$ cat src/rtl/io_map_pkg.sv
// Shared address map for the IO region: region tag, register offsets,
// ctrl bit positions and the performance-counter offset helper.
package io_map_pkg;

  localparam logic [1:0] IO_REGION    = 2'b10;

  localparam logic [7:0] OFF_CTRL     = 8'h00;
  localparam logic [7:0] OFF_RX       = 8'h04;
  localparam logic [7:0] OFF_TX       = 8'h08;
  localparam logic [7:0] OFF_CYC      = 8'h10;
  localparam logic [7:0] OFF_INSTR    = 8'h14;
  localparam logic [7:0] OFF_CLR      = 8'h18;
  localparam logic [7:0] OFF_EVT_BASE = 8'h18;

  localparam int CTRL_TX_EMPTY = 0;
  localparam int CTRL_RX_VALID = 1;
  localparam int CTRL_TX_OVF   = 2;

  typedef enum logic {
    TX_EMPTY = 1'b0,
    TX_FULL  = 1'b1
  } tx_state_e;

  // Event 0 keeps the legacy instret slot; the rest follow the clear register.
  function automatic logic [7:0] evt_offset(input int k);
    if (k == 0) return OFF_INSTR;
    return OFF_EVT_BASE + 8'(4 * k);
  endfunction

endpackage

$ cat src/rtl/perf_counter_bank.sv
// Cycle counter plus N_EVT event counters with a shared software clear and
// a combinational, zero-extended read mux indexed by the IO offset.
module perf_counter_bank #(
  parameter int N_EVT = 3,
  parameter int CNT_W = 32
) (
  input  logic             clk,
  input  logic             rst,
  input  logic             clr,
  input  logic [N_EVT-1:0] evt,
  input  logic [7:0]       rd_off,
  output logic [31:0]      rd_data
);
  import io_map_pkg::*;

  logic [CNT_W-1:0]       cyc_reg;
  logic [N_EVT*CNT_W-1:0] evt_cnt;

  always_ff @(posedge clk) begin
    if (rst || clr) cyc_reg <= '0;
    else            cyc_reg <= cyc_reg + CNT_W'(1);
  end

  generate
    for (genvar gi = 0; gi < N_EVT; gi++) begin : g_evt
      logic [CNT_W-1:0] cnt_reg;

      // Clear takes priority over a same-cycle event.
      always_ff @(posedge clk) begin
        if (rst || clr)   cnt_reg <= '0;
        else if (evt[gi]) cnt_reg <= cnt_reg + CNT_W'(1);
      end

      assign evt_cnt[gi*CNT_W +: CNT_W] = cnt_reg;
    end
  endgenerate

  always_comb begin
    rd_data = '0;
    if (rd_off == OFF_CYC) rd_data[CNT_W-1:0] = cyc_reg;
    for (int k = 0; k < N_EVT; k++) begin
      if (rd_off == evt_offset(k)) rd_data[CNT_W-1:0] = evt_cnt[k*CNT_W +: CNT_W];
    end
  end

endmodule

$ cat src/rtl/mmio_io_unit.sv
// Stage-3 memory-mapped IO: region decode, registered read data with DMEM
// latency, UART RX pop, one-entry TX holding buffer, performance counters.
module mmio_io_unit #(
  parameter int N_EVT = 3,
  parameter int CNT_W = 32
) (
  input  logic             clk,
  input  logic             rst,
  input  logic [31:0]      addr,
  input  logic [31:0]      wdata,
  input  logic             re,
  input  logic             we,
  input  logic [N_EVT-1:0] evt,
  output logic [31:0]      rdata,
  input  logic [7:0]       uart_rx_data,
  input  logic             uart_rx_valid,
  output logic             uart_rx_ready,
  output logic [7:0]       uart_tx_data,
  output logic             uart_tx_valid,
  input  logic             uart_tx_ready,
  output logic             tx_busy
);
  import io_map_pkg::*;

  logic        hit;
  logic [7:0]  off;
  logic        rd_en;
  logic        wr_en;
  logic        tx_store;
  logic        cnt_clr;
  logic [31:0] cnt_rd;
  logic [31:0] rdata_reg;
  logic [31:0] rdata_next;
  tx_state_e   tx_state_reg;
  logic [7:0]  tx_data_reg;
  logic        tx_ovf_reg;
  logic        unused_bits;

  assign hit         = (addr[31:30] == IO_REGION);
  assign off         = addr[7:0];
  assign unused_bits = ^{addr[29:8], wdata[31:8]};

  // A simultaneous load and store is a store; the load has no side effects.
  assign rd_en    = re & ~we & hit;
  assign wr_en    = we & hit;
  assign tx_store = wr_en & (off == OFF_TX);
  assign cnt_clr  = wr_en & (off == OFF_CLR);

  assign uart_rx_ready = rd_en & (off == OFF_RX) & uart_rx_valid & ~rst;

  perf_counter_bank #(
    .N_EVT (N_EVT),
    .CNT_W (CNT_W)
  ) u_counters (
    .clk     (clk),
    .rst     (rst),
    .clr     (cnt_clr),
    .evt     (evt),
    .rd_off  (off),
    .rd_data (cnt_rd)
  );

  always_comb begin
    rdata_next = '0;
    if (rd_en) begin
      case (off)
        OFF_CTRL: begin
          rdata_next[CTRL_TX_EMPTY] = (tx_state_reg == TX_EMPTY);
          rdata_next[CTRL_RX_VALID] = uart_rx_valid;
          rdata_next[CTRL_TX_OVF]   = tx_ovf_reg;
        end
        OFF_RX:  rdata_next[7:0] = uart_rx_data;
        default: rdata_next      = cnt_rd;
      endcase
    end
  end

  always_ff @(posedge clk) begin
    if (rst) rdata_reg <= '0;
    else     rdata_reg <= rdata_next;
  end

  // TX holding buffer: fullness is decided on the pre-edge state, so a store
  // landing on the drain cycle is dropped and flagged.
  always_ff @(posedge clk) begin
    if (rst) begin
      tx_state_reg <= TX_EMPTY;
      tx_data_reg  <= '0;
      tx_ovf_reg   <= 1'b0;
    end else begin
      if (rd_en && off == OFF_CTRL) tx_ovf_reg <= 1'b0;
      case (tx_state_reg)
        TX_EMPTY: begin
          if (tx_store) begin
            tx_data_reg  <= wdata[7:0];
            tx_state_reg <= TX_FULL;
          end
        end
        TX_FULL: begin
          if (tx_store)      tx_ovf_reg   <= 1'b1;
          if (uart_tx_ready) tx_state_reg <= TX_EMPTY;
        end
        default: tx_state_reg <= TX_EMPTY;
      endcase
    end
  end

  assign rdata         = rdata_reg;
  assign uart_tx_data  = tx_data_reg;
  assign uart_tx_valid = (tx_state_reg == TX_FULL);
  assign tx_busy       = (tx_state_reg == TX_FULL);

endmodule

$ cat config.mk
export PLATFORM = sky130hd
export DESIGN_NAME = mmio_io_unit
export DESIGN_NICKNAME = d
export VERILOG_FILES = /design/src/rtl/io_map_pkg.sv /design/src/rtl/perf_counter_bank.sv /design/src/rtl/mmio_io_unit.sv
export SDC_FILE = /design/constraint.sdc
export NUM_CORES = 1
export LEC_CHECK = 0
export CAP_MARGIN = 5
export CELL_PAD_IN_SITES_DETAIL_PLACEMENT = 1
export CELL_PAD_IN_SITES_GLOBAL_PLACEMENT = 1
export CORE_ASPECT_RATIO = 2
export CORE_MARGIN = 1.5
export CORE_UTILIZATION = 43
export CTS_CLUSTER_DIAMETER = 100
export DETAILED_ROUTE_END_ITERATION = 16
export HOLD_SLACK_MARGIN = 0.15
export PLACE_DENSITY_LB_ADDON = 0.1
export SYNTH_ARGS = -nofsm -noshare
export SYNTH_HDL_FRONTEND = slang
export SYNTH_SLANG_ARGS = --single-unit
export TNS_END_PERCENT = 100
$ cat constraint.sdc
create_clock -name clk -period 4.3 [get_ports clk]
set_input_delay 0.43 -clock clk [delete_from_list [all_inputs] [get_ports clk]]
set_output_delay 0.43 -clock clk [all_outputs]
set_load 0.02 [all_outputs]
[Yosys cells after proc, flatten, opt, wreduce, memory -nomap -nowiden]
Index checks and enable logic that the tools add are counted.
Word-level totals
  register bits after elaboration: 170
  output and inout bits: 43
Operators by class
  $add $sub $neg: 4
  equality and inequality tests: 8
  mux-type cells: 12
  bitwise gates (word level): 12
  reductions and logical operators: 6
Operators by type and width (count)
  adder 32 x 1 -> 32 bit, second input constant: 4
  2-to-1 mux 32 bit: 4
  equality test 8 x 5 -> 1 bit, second input constant: 4
  one-hot mux 5 bit (2 select lines): 1
  bitwise AND 1 bit: 8
  equality test 8 x 3 -> 1 bit, second input constant: 1
  equality test 8 x 4 -> 1 bit, second input constant: 1
  equality test 8 x 6 -> 1 bit, second input constant: 1
  zero test 8 bit: 1
  one-hot mux 3 bit (2 select lines): 1
  2-to-1 mux 1 bit: 5
  inverter 1 bit: 4
  OR reduction 4 bit: 1
  equality test 2 bit, second input constant: 1
  one-hot mux 1 bit (2 select lines): 1
  AND reduction 2 bit: 1
  OR reduction 2 bit: 1
  logical AND 1 bit: 1
  logical OR 1 bit: 1

[Logic depth before layout (Yosys ltp)]
  word-level depth: 7
  gate-level depth with buffers: 7
  mapped depth without buffers: 5

[Hierarchy]
From an unflattened synthesis, not the netlist that was laid out.
Unflattened totals
  cells, all modules: 987
  area total of the unflattened synthesis: 8525.7 um^2
Modules (own cells, without submodules)
  perf_counter_bank: instances 1, cells each 854, area each 6998.0 um^2, seq. area each 2562.5 um^2
  mmio_io_unit: instances 1, cells each 133, area each 1527.7 um^2, seq. area each 840.8 um^2

[Worst setup path after synthesis]
OpenSTA, ideal clock, no wires.
  path type: input port to output port
  start point: input addr[7]
  end point: output uart_rx_ready
  arrival time: 1807 ps
  slack: 2063 ps
  stages: 4
  cell sequence: or4_1 > clkbuf_1 > nor4_2 > and3_1
On the way
  cells in the longest elaborated chain, start to end: 4
Ends and longest elaborated chain
  from (decl): line mmio_io_unit.sv:9  | input logic [31:0] addr,
  equality test 8 x 3 -> 1 bit: line mmio_io_unit.sv:49  | assign uart_rx_ready = rd_en & (off == OFF_RX) & uart_rx_valid & ~rst;
  bitwise AND 1 bit (3 in series): line mmio_io_unit.sv:49
  to (decl): line mmio_io_unit.sv:17  | output logic uart_rx_ready,
Every way passes these cells.

[Final worst setup path]
  start point: input addr[5]
  end point: output uart_rx_ready
Same word-level chain as after synthesis.

==> implementation parameters <==
Parameter                              Value

Yosys
  Async S/R FF share, synth    0%
  Dominant combinational cell family by area after synthesis    simple AND/OR/NAND/NOR gates
  Number of distinct standard cells referenced by the synthesized netlist    between 50 and 60
  Number of nets produced by synthesis    about 1,100
  Complex-gate fraction of the synthesized area    20.7%
  Number of enable flip-flop cells after synthesis    0
  Most frequently used flop master after synthesis    dfxtp_1
  Post-Synthesis Cell Area    between 8000 and 9000 µm²
  Yosys warnings    0
  Proportion of synthesized area in mux cells    about 5%
  Xor-xnor portion of the synthesized cell area    4.49%
  Seq cells post-synth    170
  Cell count after synthesis    roughly 1,000
  Synthesized-area fraction occupied by adder cells    less than 1%
  Post-Synthesis Mean Instance Area    approximately 8.5 µm²
  Sequential fraction of the synthesis area    approximately two fifths
  Simple logic cell fraction of the synthesized area    about a quarter

Setup path
  Worst Setup Start Kind    primary input
  Critical path type    primary input to primary output
  Crit path buf inv count    2
  Data arrival at the endpoint of the critical path    around 3.1 ns
  Cell occurring most often along the worst timing path    clkdlybuf4s50_1
  Req. time, crit path    3.87 ns
  Nature of the critical path endpoint    primary output
  Cells along the critical path    clkdlybuf4s50_1, or4_1, nor4_2, and3_1, clkdlybuf4s50_1
  Highest net fanout along the worst path    13
  CP top delay family    buffers and inverters
  Stage delay of the slowest cell on the critical path    just over 0.7 ns
  Worst-path cell with the longest stage delay    clkdlybuf4s50_1

Placement
  Count of input and output buffers    just under 80
  Routability congestion estimate    a little over 0.8
  Post-Place Worst Slack    0.818 ns
  Half-perimeter wire length after placement    between 20 and 25 mm

Route
  Metal-1 WL    around 11 mm
  Met3 WL post-DR    between 700 and 800 µm
  Met2 layer wire length in the routed design    15.2 mm
  Residual antenna-violating net count after detailed routing    0
  Detailed router's first-iteration violation count    approximately 320
  Mean number of vias per cell    6.19
  Total DRC errors in the routed layout    0
  Total Routed Length    around 28 mm
  DR WL/cell    between 20 and 25 µm
  Highest metal layer used by the detailed router    met4
  First-pass iteration count of the detailed router    5
  Total via count after detailed routing    around 8,000

Final layout
  Fill cell total of the finished layout    2,320
  Area used by sequential logic in the layout    approximately 3400 µm²
  Max FFs per register    between 90 and 100
  Most common library cell in the layout ignoring fill and taps    dfxtp_1
  Share of final-layout standard cells stronger than drive strength 1    around 6.8%
  Area of combinational cells with multiple inputs    roughly 4800 µm²
  Commonest cells after routing, fill and taps aside    dfxtp_1 (170), a21oi_1 (97), clkdlybuf4s50_1 (77)
  Post-synthesis to final-layout area growth    17.3%
  Final #Nets    about 1,100

Clocking
  Clock buffers created by TritonCTS    17
  Worst skew pair latency    around 0.44 ns
  Setup repair bufs after CTS    0
  Number of buffers inserted by hold repair at cts    0
  Root buffer cell    clkbuf_16
  CTS Buffer Depth    2
  CTS clk-pin slew, worst paths    roughly 0.060 ns
  CTS sink cnt    170
  TritonCTS clock tree    yes
  H-Tree Level Count    4
  Count of instances resized after the clock tree is built    0

Power
  Leak    about 0.0032 µW
  Switching power summed over all nets    around 760 µW
  Clk pwr share    about 46%
  Sequential share of power    between 40% and 50%
  Post-layout power    ~3200 µW
  Sw Ratio    23.4%
  IR Drop Worst-Case VDD    around 0.22 mV
  Share of power burned in combinational logic    5.0%
  Power per unit of standard cell area    approximately 320 nW/µm²
  Internal power    approximately 2500 µW

Timing
  Hold Violations, Final    0
  Fin Clk Skew    around 0.0094 ns
  Worst path setup slack after routing    0.796 ns
  Final worst path period need    3.50 ns
  Worst slew pin tran    about 1.3 ns
  Max Clock Freq    ~290 MHz
  Final clock period utilization by the worst path    a little over 80%
  Number of failing setup endpoints in the final timing report    0
  Max Transition Viols Final    0
  Post-route setup TNS    0 ns
  Max-slew headroom at the worst pin    about 16%
  Worst hold slack after final layout    between 0.4 and 0.5 ns
  Setup repair after global routing missed its margin    no

GRT
  Sum of overflow across all layers after global routing    0
  Number of global-route vias before repair    8,286
  Antenna violations before repair    1
  Overall global routing resource usage    about 28%
  Pin count of the biggest net entering global routing    43
  First-pass GRT wire length    ~44 mm

Flow run
  Reported max-cap violation count    0

Floorplan
  DIE HEIGHT    a little over 200 µm
  Core Rows    between 70 and 80
  Die area    20,800 µm²
  Floorplan core area    ~20,000 µm²
  Initial Util    44.1%
  # IOs    about 120
  Horizontal die dimension    slightly above 100 µm

Run status
  Status    complete, no violations

Worst hold path
  Class of the tightest hold or removal check    flop to flop
[cells in the mapped netlist (all sizes together), types with 14 or more instances]
master	n	share of area, %
and3	14	1.0
or4	49	4.3
nand2	53	2.3
buf	18	1.0
mux2i	32	3.7
a21oi	97	5.7
nand3	51	3.0
xnor2	19	1.9
xor2	25	2.6
nor3	16	0.93
o31ai	42	3.7
nand4	40	3.0
and4	20	2.0
o21ai	42	2.5
nor2	71	3.1
clkbuf	58	2.6
dfxtp	170	40
or3	26	1.9
a22oi	16	1.4
[area by class of cell]
cell class / instances / share of cell area [%]
antenna: 1 / 0.0249
clock buffer: 22 / 4.71
clock inverter: 9 / 0.721
inverter: 12 / 0.448
multi-input combinational: 747 / 48.2
sequential: 170 / 33.8
tap: 259 / 3.22
timing repair buffer: 93 / 8.86
[logic make-up (layout without fill, tap and decap cells)]
family,count (synthesis),count (layout)
compound gates,271,271
other cells,0,1
flops,170,170
simple gates,386,386
mux,42,42
fa+ha+maj,4,4
buf+inv,88,136
xor+xnor,44,44
[through the flow]
stage | utilization [%] | cell area, µm² | instances
2_1_floorplan | - | 8570 | 1005
3_3_place_gp | 48.9 | 9510 | 1281
3_5_place_dp | 48.9 | 9510 | 1281
4_1_cts | 51.7 | 10100 | 1312
5_1_grt | 51.7 | 10100 | 1313
6_report | 51.7 | 10100 | 1313
[power groups by stage]
| stage | Clock, µW | Sequential (µW) | Combinational, µW |
|---|---|---|---|
| after CTS | 1510 | 1590 | 162 |
| after detailed placement | 0 | 1630 | 160 |
| after floorplan | 0 | 1630 | 85.3 |
| after global placement | 0 | 1630 | 156 |
| after global routing | 1560 | 1590 | 174 |
| final | 1480 | 1590 | 162 |
[worst register-to-register path: cells and delay by family (launching register included)]
family	cells	cell delay (ns)
and+or+nand+nor	3	1.93
DFF	1	0.45
AOI/OAI and AO/OA	1	0.17
[per-layer routing]
metal / track usage [%] / vias up
met1: 31.3 / 4071
met2: 51.1 / 135
met5: 0 / -
li1: - / 3868
met3: 4.37 / 49
met4: 11.1 / 0
[worst paths after layout]
path / from / end / slack (ns) / cells after the start
min: tx_ovf_reg$_SDFF_PP0_ / tx_ovf_reg$_SDFF_PP0_ / 0.48 / 2
min reg2reg: tx_ovf_reg$_SDFF_PP0_ / tx_ovf_reg$_SDFF_PP0_ / 0.48 / 2
max reg2reg: u_counters.g_evt[2].cnt_reg[7]$_SDFFE_PP0P_ / u_counters.g_evt[2].cnt_reg[28]$_SDFFE_PP0P_ / 1.68 / 4
max: addr[5] / uart_rx_ready / 0.80 / 5
Power figures use the tool's default switching activity.
